$ cat config.mk
export PLATFORM = sky130hd
export DESIGN_NAME = mem_arbiter
export DESIGN_NICKNAME = d
export VERILOG_FILES = /design/src/rtl/mem_arbiter.sv
export SDC_FILE = /design/constraint.sdc
export NUM_CORES = 1
export LEC_CHECK = 0
export BUFFER_PORTS_ARGS = -buffer_cell sky130_fd_sc_hd__clkbuf_2
export CAP_MARGIN = 20
export CORE_ASPECT_RATIO = 1.2
export CORE_MARGIN = 2
export CORE_UTILIZATION = 49
export CTS_BUF_LIST = sky130_fd_sc_hd__clkbuf_8
export CTS_CLUSTER_SIZE = 20
export DETAILED_ROUTE_END_ITERATION = 10
export MAX_ROUTING_LAYER = met4
export PLACE_DENSITY = 0.83
export SLEW_MARGIN = 20
export SYNTH_ARGS = -nofsm -noshare
export SYNTH_HDL_FRONTEND = slang
export SYNTH_SLANG_ARGS = --single-unit
$ cat constraint.sdc
create_clock -name clk -period 2.5 [get_ports clk]
set_clock_uncertainty 0.1 [all_clocks]
set_input_delay 0.125 -clock clk [delete_from_list [all_inputs] [get_ports clk]]
set_output_delay 0.125 -clock clk [all_outputs]
set_load 0.02 [all_outputs]
$ cat src/rtl/mem_arbiter.sv
// ---------------------------------------------------------------------------
// mem_arbiter
//
// Shares the single-ported, multi-cycle main memory between the instruction
// cache and data cache miss handlers. Only one operation runs at a time. It is
// either a WORDS-word block fill or a single-word data write-through. Fill
// reads are issued back-to-back. The returned words are then steered into
// the owning cache, and a one-cycle done strobe ends the operation.
//
// Ports
//   clk, rst_n            rising-edge clock, asynchronous active-low reset
//   i_req, i_addr         instruction-side fill request (level) and address
//   d_req, d_we           data-side request (level); d_we selects write-through
//   d_addr, d_wdata       data-side byte address and write-through data
//   mem_en, mem_wr        memory access issue / access is a write
//   mem_addr, mem_wdata   memory byte address and write data
//   mem_rdata, mem_valid  memory read data and its valid strobe
//   fill_data, fill_word  word being returned and its index within the block
//   i_fill_we, d_fill_we  cache data-array write enables
//   i_done, d_done        one-cycle completion strobes
// ---------------------------------------------------------------------------
module mem_arbiter #(
  parameter int WORDS   = 8,
  parameter int MEM_LAT = 4
) (
  input  logic                     clk,
  input  logic                     rst_n,
  input  logic                     i_req,
  input  logic [15:0]              i_addr,
  input  logic                     d_req,
  input  logic                     d_we,
  input  logic [15:0]              d_addr,
  input  logic [15:0]              d_wdata,
  output logic                     mem_en,
  output logic                     mem_wr,
  output logic [15:0]              mem_addr,
  output logic [15:0]              mem_wdata,
  input  logic [15:0]              mem_rdata,
  input  logic                     mem_valid,
  output logic [15:0]              fill_data,
  output logic [$clog2(WORDS)-1:0] fill_word,
  output logic                     i_fill_we,
  output logic                     d_fill_we,
  output logic                     i_done,
  output logic                     d_done
);

  localparam int IDXW = $clog2(WORDS);
  // The issue counter must be able to hold WORDS itself, since it saturates there.
  localparam int CNTW = IDXW + 1;
  localparam logic [15:0]      FILL_MASK  = ~16'(2 * WORDS - 1);
  localparam logic [15:0]      WRITE_MASK = 16'hFFFE;
  localparam logic [CNTW-1:0]  ISSUE_MAX  = CNTW'(WORDS);
  localparam logic [IDXW-1:0]  LAST_WORD  = IDXW'(WORDS - 1);

  // The FSM counts returned beats rather than cycles, so MEM_LAT only
  // documents the memory. A zero-latency memory is not a configuration
  // this block is meant for, so nothing is generated for it.
  if (MEM_LAT < 1) begin : g_zeroLatencyUnsupported
  end

  typedef enum logic [1:0] {
    IDLE,
    I_FILL,
    D_FILL,
    D_WRITE
  } state_t;

  state_t            r_state;
  logic [15:0]       r_base;
  logic [15:0]       r_wdata;
  logic [CNTW-1:0]   r_issueCnt;
  logic [IDXW-1:0]   r_retCnt;
  logic              r_lastGrant;

  state_t            w_nextState;
  logic [15:0]       w_nextBase;
  logic [15:0]       w_nextWdata;
  logic [CNTW-1:0]   w_nextIssue;
  logic [IDXW-1:0]   w_nextRet;
  logic              w_nextLast;
  logic              w_grantI;
  logic              w_grantD;
  logic              w_issuing;
  logic              w_lastBeat;

  // Round-robin: a lone requester always wins. On a tie, the side that was
  // not served last wins. r_lastGrant = 1 means D was served last.
  assign w_grantI   = i_req & (~d_req | r_lastGrant);
  assign w_grantD   = d_req & (~i_req | ~r_lastGrant);
  assign w_issuing  = (r_issueCnt < ISSUE_MAX);
  assign w_lastBeat = mem_valid & (r_retCnt == LAST_WORD);

  // State register. Reset aborts any burst. The late returns of the aborted
  // burst then arrive while in IDLE, where they are ignored.
  always_ff @(posedge clk or negedge rst_n) begin
    if (!rst_n) begin
      r_state     <= IDLE;
      r_base      <= '0;
      r_wdata     <= '0;
      r_issueCnt  <= '0;
      r_retCnt    <= '0;
      r_lastGrant <= 1'b1;
    end else begin
      r_state     <= w_nextState;
      r_base      <= w_nextBase;
      r_wdata     <= w_nextWdata;
      r_issueCnt  <= w_nextIssue;
      r_retCnt    <= w_nextRet;
      r_lastGrant <= w_nextLast;
    end
  end

  // Next-state and output decode.
  // Issue side: mem_en/mem_addr come only from registered state.
  // Return side: fill_data, the write enables and done follow mem_valid
  // combinationally. This lets each beat be written into the cache in the
  // cycle it arrives.
  always_comb begin
    w_nextState = r_state;
    w_nextBase  = r_base;
    w_nextWdata = r_wdata;
    w_nextIssue = r_issueCnt;
    w_nextRet   = r_retCnt;
    w_nextLast  = r_lastGrant;
    mem_en      = 1'b0;
    mem_wr      = 1'b0;
    mem_addr    = '0;
    mem_wdata   = '0;
    fill_data   = '0;
    fill_word   = '0;
    i_fill_we   = 1'b0;
    d_fill_we   = 1'b0;
    i_done      = 1'b0;
    d_done      = 1'b0;

    case (r_state)
      IDLE: begin
        w_nextIssue = '0;
        w_nextRet   = '0;
        if (w_grantI) begin
          w_nextState = I_FILL;
          w_nextBase  = i_addr & FILL_MASK;
          w_nextLast  = 1'b0;
        end else if (w_grantD) begin
          w_nextLast  = 1'b1;
          w_nextWdata = d_wdata;
          if (d_we) begin
            w_nextState = D_WRITE;
            w_nextBase  = d_addr & WRITE_MASK;
          end else begin
            w_nextState = D_FILL;
            w_nextBase  = d_addr & FILL_MASK;
          end
        end
      end

      I_FILL, D_FILL: begin
        fill_word = r_retCnt;
        if (w_issuing) begin
          mem_en      = 1'b1;
          mem_addr    = r_base + (16'(r_issueCnt) << 1);
          w_nextIssue = r_issueCnt + 1'b1;
        end
        if (mem_valid) begin
          fill_data = mem_rdata;
          if (r_state == I_FILL) begin
            i_fill_we = 1'b1;
            i_done    = w_lastBeat;
          end else begin
            d_fill_we = 1'b1;
            d_done    = w_lastBeat;
          end
          w_nextRet = r_retCnt + 1'b1;
        end
        if (w_lastBeat) begin
          w_nextState = IDLE;
          w_nextIssue = '0;
          w_nextRet   = '0;
        end
      end

      D_WRITE: begin
        mem_en      = 1'b1;
        mem_wr      = 1'b1;
        mem_addr    = r_base;
        mem_wdata   = r_wdata;
        d_done      = 1'b1;
        w_nextState = IDLE;
      end

      default: begin
        w_nextState = IDLE;
      end
    endcase
  end

endmodule

Word-level counts from Yosys, hierarchy flattened
Cells that the tools add are included.

Register bits: 42. Input port bits: 70. Output and inout port bits: 57.

Reduce and logical (&&, ||, !) cells: 9. Eq/ne operators: 8. Multiplexer cells: 37. $lt $le $gt $ge: 1. Bitwise logic cells: 9. Add/subtract/negate cells: 3.

Operators by type and width (count): $mux 16 (6); $pmux 16 s2 (1); $add 16x5->16 (1); $mux 1 (16); $mux 4 (3); $mux 3 (3); $ne 3x3->1 const B (3); $pmux 4 s2 (1); $reduce_and 2->1 (4); $mux 2 (3); $pmux 2 s3 (1); $pmux 3 s2 (1); $add 4x1->4 const B (1); $eq 2x2->1 const B (2); $lt 4x4->1 const B (1); $not 1->1 (4); $pmux 1 s2 (2); $reduce_bool 2->1 (2); $add 3x1->3 const B (1); $and 1x1->1 (3); $eq 3x3->1 const B (1); $reduce_and 3->1 (1); $eq 2x1->1 const B (1); $logic_not 2->1 (1); 3 further kinds (4).

Depth between registers and ports, before layout
Gate-level depths: netlist of the first run.

Depth after elaboration: 6. Depth in mapped cells: 7. Depth with buffers taken out: 7.

Worst setup path after synthesis of the first run
No wires, ideal clock.

Path type: reg2out. From: register r_issueCnt[0]. To: output mem_addr[9]. Slack: 0.302 ns. Stages on the path, launching flop included: 8. Arrival: 1.973 ns. Buffers on the path: 0. Path through: dfrtp_1 ha_1 inv_1 fa_1 nor2b_1 o31ai_2 o31a_1 a31oi_1.

Longest elaborated chain between the ends: 3. Elaborated cells on any way between the ends: 4. Those cells by class: add/sub (1); order compare (1); mux (2).

Ends and longest elaborated chain: from (decl) (RTL line 72) `logic [CNTW-1:0] r_issueCnt;`; from (signal assigned) (RTL line 108) `r_issueCnt <= w_nextIssue;`; $add 16x5->16 / $lt 4x4->1 (equally long branches) (RTL line 162, 91); $mux 16 (*) (RTL line 160) `if (w_issuing) begin`; $pmux 16 s2 (*) (RTL line 137) `case (r_state)`; to (decl) (RTL line 36) `output logic [15:0] mem_addr,`.

Every way passes the cells marked *; elsewhere a longest branch is shown, timed or not.

Worst setup path after layout of the first run
From: register r_base[1]. To: output mem_addr[9].

Longest elaborated chain between the ends: 3.

Ends and longest elaborated chain: from (decl) (RTL line 70) `logic [15:0] r_base;`; from (signal assigned) (RTL line 106) `r_base <= w_nextBase;`; $add 16x5->16 (RTL line 162) `mem_addr = r_base + (16'(r_issueCnt) << 1);`; $mux 16 (RTL line 160); $pmux 16 s2 (RTL line 137).

No other way between the ends.

==> impl_metrics.yaml, run 1 <==
drt:
  dr.pass1.iters: 5
  wl_per_cell_um: 15.8
  remaining_drc_errors: 0
  via_count: 2717
  viasPerCell: 5.47
  met3_length_um: 385
  drt_iter0_markers: 250
  wl_met1_mm: 3.23
  top_layer: "met4"
  drt_wl_total_mm: 7.87
  wl_met2_mm: 4.09
  postRouteAntennaNets: 0
floorplan:
  coreArea_mm2: 0.00533
  rows: 29
  die_x_um: 72.2
  io-pin-count: 127
  dieArea_mm2: 0.00619
  start_util: 0.512
  die-height_um: 85.8
clocking:
  clk-insertion-delay-late_ns: 0.29
  cts_root_buf: "clkbuf_8"
  cts_buffers: 5
  cts_tree: "yes"
  cts_sinks: 41
  clk_pin_slew_ns: 0.08
  cts_max_level: 2
  ctsLongestPathBuffers: 2
power:
  powerDensity_mw_per_mm2: 1110
  finalPower_uw: 4230
  power.leakage_uw: 0.00200
  vdd_drop_max_mv: 0.799
hold_path:
  hold_path_startpoint: "i_addr[7]"
  hold_class: "in2reg"
  hold_path_depth: 3
  hold_path_end: "r_base[7]"
synth:
  async_reset_ff_frac: 1.00
  synth_edf_count: 0
  synthFlopType: "dfrtp_1"
  netlist_area_mm2: 0.00273
  postSynthCellCount: 296
  synthesis.nets: 378
  yosysSeqAreaShare: 0.376
  yosysUniqueCellTypes: 49
  ys_warn_count: 0
  ys_ff_latch: 41
  avgSynthCellArea_um2: 9.23
critical_path:
  crit_chain: "ha_1 > inv_1 > fa_2 > nor2b_4 > o31ai_4 > o31a_1 > a31oi_1 > clkbuf_4"
  reg2reg_depth: 6
  critPathLaunchType: "register"
  endpoint_kind: "output port"
  crit_family: "adder cells"
  ff2ff_setup_slack_ns: 0.44
  timing.rr.end: "r_wdata[12]"
  worstPathArrival_ns: 2.18
  cp_slowest_cell: "dfrtp_1"
  max_stage_delay_ns: 0.37
  crit_fanout: 7
  criticalPathCategory: "reg2out"
  worstReg2RegStart: "r_state[0]"
  path_buf_inv: 2
  required_ns: 2.28
sta:
  tightest_slew_ns: 0.916
  min_period_ns: 2.40
  clock.fmax_mhz: 416
  timing.final.crit_share: 0.961
  rsz0062_at_grt: "yes"
  slew_headroom: 0.390
  hold_violations: 0
  setup_viol_count_final: 0
  final_max_slew_viol_count: 0
grt:
  grt_pass1_vias: 2761
  grt_max_degree: 42
  grt_pass1_wl_mm: 12.7
  antenna_found_initial: 0
  track_usage: 0.267
  overflow: 0
placed_design:
  place_congestion: 0.844
  dp_cells: 466
  portBuffers: 120
  hpwl_mm: 5.28
finish:
  area_growth_pct: 39.5
  diodes: 0
  final_layout_size_suffix_gt1_frac: 0.393
  fin_cells: 497
  layout.nets: 516
job:
  drv_cap: 0
outcome:
  outcome: "finished clean"
kinds of logic after synthesis:
logic type,count (synthesis),synth area share
AO/OA/AOI/OAI,64,0.158
XOR/XNOR,4,0.0128
other,1,0.00137
adder cells (fa/ha/maj),12,0.0577
multiplexers,31,0.121
buffers and inverters,32,0.0518
flip-flops,41,0.376
AND/OR/NAND/NOR,111,0.220
worst max path at each step:
stage                  start            to  slack [ns]  depth (start not counted)
2_1_floorplan  r_issueCnt[0]   mem_addr[9]        0.30                          7
3_5_place_dp   r_issueCnt[0]  mem_addr[11]        0.18                          8
6_report           r_base[1]   mem_addr[9]         0.1                          8
4_1_cts           r_state[0]  mem_addr[11]       0.006                          7
5_1_grt        r_issueCnt[1]  mem_addr[14]       -0.02                          6
3_3_place_gp   r_issueCnt[0]  mem_addr[11]        0.20                          8
flip-flops by register name, indices dropped and copies added (netlist names):
signal	flops
r_wdata	16
r_base	15
r_issueCnt	4
r_retCnt	3
r_state	2
r_lastGrant	1
cell type report:
| type | count | area [µm²] |
|---|---|---|
| clock buffers | 6 | 82.6 |
| clock inverters | 2 | 33.8 |
| fillers | 395 | 1520 |
| inverters | 13 | 48.8 |
| multi-input cells | 223 | 1640 |
| flip-flops and latches | 41 | 1030 |
| well taps | 62 | 77.6 |
| repair buffers | 150 | 897 |
per-stage QoR:
stage / area [µm²] / util / setup slack (ns) / hold WS [ns] / setup TNS (ns)
floorplan: 2730 / - / 0.302 / -0.271 / 0
global placement: 3370 / 0.632 / 0.205 / 0.234 / 0
detailed placement: 3370 / 0.632 / 0.178 / 0.241 / 0
CTS: 3720 / 0.698 / 0.00553 / 0.0300 / 0
global route: 3810 / 0.714 / -0.0233 / 0.0417 / -0.0404
finish: 3810 / 0.714 / 0.0971 / 0.0246 / 0
cells in the final DEF (no fill, tap or decap), types with 3 or more instances in the layout:
cell type        n
and2_1          21
o211ai_1         4
ha_4             3
mux2i_1         14
inv_1           14
a31oi_1          6
nand3_1          9
dlygate4sd3_1   20
nand2b_1         3
o21ai_0         21
clkbuf_8         6
mux2_2          17
nor2_1          10
dfrtp_1         40
a32o_1           3
nand2_1         32
a211o_1          4
buf_4            9
clkbuf_2       117
and3_1          19
ha_1             7
a22oi_1          4
a21oi_1          5
or4_1            4
cells in the mapped netlist (all sizes together), types with 2 or more instances:
library cell  count  share of area
ha               11          0.050
dfrtp            40           0.37
o22ai             2         0.0046
clkbuf            9          0.012
nand2            32          0.044
a22o              2         0.0064
a31oi             6          0.014
a21oi             6          0.011
mux2i            14          0.051
xor2              2         0.0064
buf              10          0.022
nor2             10          0.014
a21o              2         0.0055
and3             19          0.044
o211ai            4          0.011
inv              13          0.018
o31a              2         0.0064
a211o             4          0.013
nand2b            4         0.0092
nand3             9          0.016
nor2b             4          0.012
a22oi             4          0.011
a32o              3          0.011
nand4             2         0.0046
mux2             17          0.070
or4               4          0.011
xnor2             2         0.0064
o21ai            23          0.044
and2             21          0.048
power breakdown:
part	total (µW)	internal (µW)	switching (µW)	leakage (µW)
sequential	1290	981	312	0.000505
clock	546	321	224	0.0000626
combinational	2390	1040	1350	0.00143
routing by layer:
| metal | track usage | vias up |
|---|---|---|
| met1 | 0.329 | 1271 |
| li1 | - | 1329 |
| met3 | 0.0423 | 17 |
| met4 | 0.0978 | 0 |
| met2 | 0.441 | 100 |
| met5 | - | - |
repair_timing:
action,4_1_cts,5_1_grt
pin swaps,0,1
endpoints found under the setup margin,6,12
gates resized for setup,4,15
hold buffers,20,0
setup buffers,2,1
endpoints found under the hold margin,59,0
worst reg2reg max path: stages, from the launching register on:
cell	delay, ns
dfrtp_1	0.40
inv_1	0.16
ha_2	0.37
nand2_1	0.10
a21oi_2	0.16
buf_4	0.28
mux2_2	0.37
No activity file was read; power rests on OpenSTA's default activity.
==> inputs of run 2 (changes only) <==
--- a/config.mk
+++ b/config.mk
@@ -8,7 +8,6 @@
 export BUFFER_PORTS_ARGS = -buffer_cell sky130_fd_sc_hd__clkbuf_2
 export CAP_MARGIN = 20
 export CORE_ASPECT_RATIO = 1.2
-export CORE_MARGIN = 2
 export CORE_UTILIZATION = 49
 export CTS_BUF_LIST = sky130_fd_sc_hd__clkbuf_8
 export CTS_CLUSTER_SIZE = 20
==> impl_metrics.yaml, run 2 (synthesis results as in run 1) <==
outcome:
  outcome: "finished clean"
floorplan:
  rows: 29
  die-height_um: 83.8
  start_util: 0.512
  die_x_um: 70.2
  dieArea_mm2: 0.00588
  coreArea_mm2: 0.00533
  io-pin-count: 127
critical_path:
  crit_chain: "ha_1 > inv_1 > fa_2 > nor2b_4 > o31ai_4 > or4_1 > nand3_1 > buf_2"
  required_ns: 2.28
  cp_slowest_cell: "or4_1"
  max_stage_delay_ns: 0.41
  critPathLaunchType: "register"
  endpoint_kind: "output port"
  crit_family: "simple AND/OR/NAND/NOR gates"
  criticalPathCategory: "reg2out"
  worstPathArrival_ns: 2.18
  ff2ff_setup_slack_ns: 0.45
  crit_fanout: 7
  path_buf_inv: 2
sta:
  final_max_slew_viol_count: 0
  tightest_slew_ns: 0.906
  slew_headroom: 0.396
  timing.final.crit_share: 0.962
  min_period_ns: 2.41
  setup_viol_count_final: 0
  hold_violations: 0
  clock.fmax_mhz: 416
  fin_tns_setup_ns: 0
drt:
  drt_wl_total_mm: 7.79
  wl_per_cell_um: 15.6
  drt_iter0_markers: 209
  viasPerCell: 5.60
  remaining_drc_errors: 0
  postRouteAntennaNets: 0
  dr.pass1.iters: 4
  via_count: 2790
clocking:
  cts_root_buf: "clkbuf_8"
  cts_sinks: 41
  cts_tree: "yes"
  cts_buffers: 5
  clk-insertion-delay-late_ns: 0.29
  clk_pin_slew_ns: 0.08
  cts_max_level: 2
  ctsLongestPathBuffers: 2
finish:
  layout.nets: 517
  largest_register: "r_wdata"
  most-common-layout-cells: "clkbuf_2, dfrtp_1, nand2_1"
  largest_reg_flops: 16
  final_common_cell: "clkbuf_2"
  final_layout_size_suffix_gt1_frac: 0.397
  top_regs: "r_wdata x16, r_base x15, r_issueCnt x4"
  diodes: 0
  area_growth_pct: 39.2
  fillers: 382
placed_design:
  hpwl_mm: 5.28
  place_congestion: 0.853
  portBuffers: 120
grt:
  grt_pass1_vias: 2676
  track_usage: 0.269
  overflow: 0
  grt_pass1_wl_mm: 12.4
  antenna_found_initial: 0
  grt_max_degree: 42
power:
  powerDensity_mw_per_mm2: 1100
  finalPower_uw: 4170
  vdd_drop_max_mv: 0.733
  power.leakage_uw: 0.00200
job:
  drv_cap: 0
hold_path:
  hold_class: "in2reg"
[run 2: timing repair]
action | in CTS | in global routing
hold endpoints to repair | 59 | 0
endpoints found under the setup margin | 5 | 11
buffers inserted | 2 | 1
resized for setup | 3 | 11
pin swaps | 0 | 1
hold buffers | 20 | 0
[run 2: final cells by class]
cell class,count,area [µm²],share of cell area
Inverter,13,48.8,0.0128
Multi-Input combinational cell,223,1650,0.433
Clock inverter,2,33.8,0.00889
Sequential cell,41,1030,0.271
Timing Repair Buffer,151,883,0.232
Tap cell,62,77.6,0.0204
Clock buffer,6,82.6,0.0217
[run 2: report_power, final]
group / internal, µW / total [µW] / switching (µW)
sequential: 982 / 1300 / 320
clock: 321 / 545 / 223
combinational: 992 / 2330 / 1340
[run 2: path summary, 6_finish.rpt]
kind	startpoint	endpoint	depth (start not counted)
setup reg to reg	r_state[0]	r_wdata[0]	6
hold reg to reg	r_wdata[10]	r_wdata[10]	1
min in group asynchronous	rst_n	r_retCnt[0]	2
setup / recovery	r_issueCnt[0]	mem_addr[11]	8
max in group asynchronous	rst_n	r_issueCnt[2]	2
hold / removal	i_addr[8]	r_base[8]	3
[run 2: worst min-delay path: cells and delay by family]
kind | cells | cell delay (ns)
buf+inv | 1 | 0.07
compound gates | 1 | 0.13
mux | 1 | 0.05
[run 2: metal layers]
| layer | global-route usage | vias up | wire [µm] | share of wire |
|---|---|---|---|---|
| li1 | - | 1328 | - | - |
| met1 | 0.332 | 1343 | 3260 | 0.42 |
| met2 | 0.449 | 103 | 4000 | 0.51 |
| met3 | 0.0326 | 16 | 350 | 0.045 |
| met4 | 0.107 | 0 | 178 | 0.023 |
| met5 | - | - | 0 | 0 |
[run 2: through the flow]
step                area (µm²)  hold slack, ns  setup WS [ns]  utilization  cells
floorplan                 2730          -0.271          0.302            -    296
global placement          3380           0.234          0.200        0.634    467
detailed placement        3380           0.234          0.177        0.634    467
CTS                       3720          0.0250         0.0248        0.698    497
global route              3800          0.0405        -0.0162        0.713    498
finish                    3800          0.0207         0.0939        0.713    498
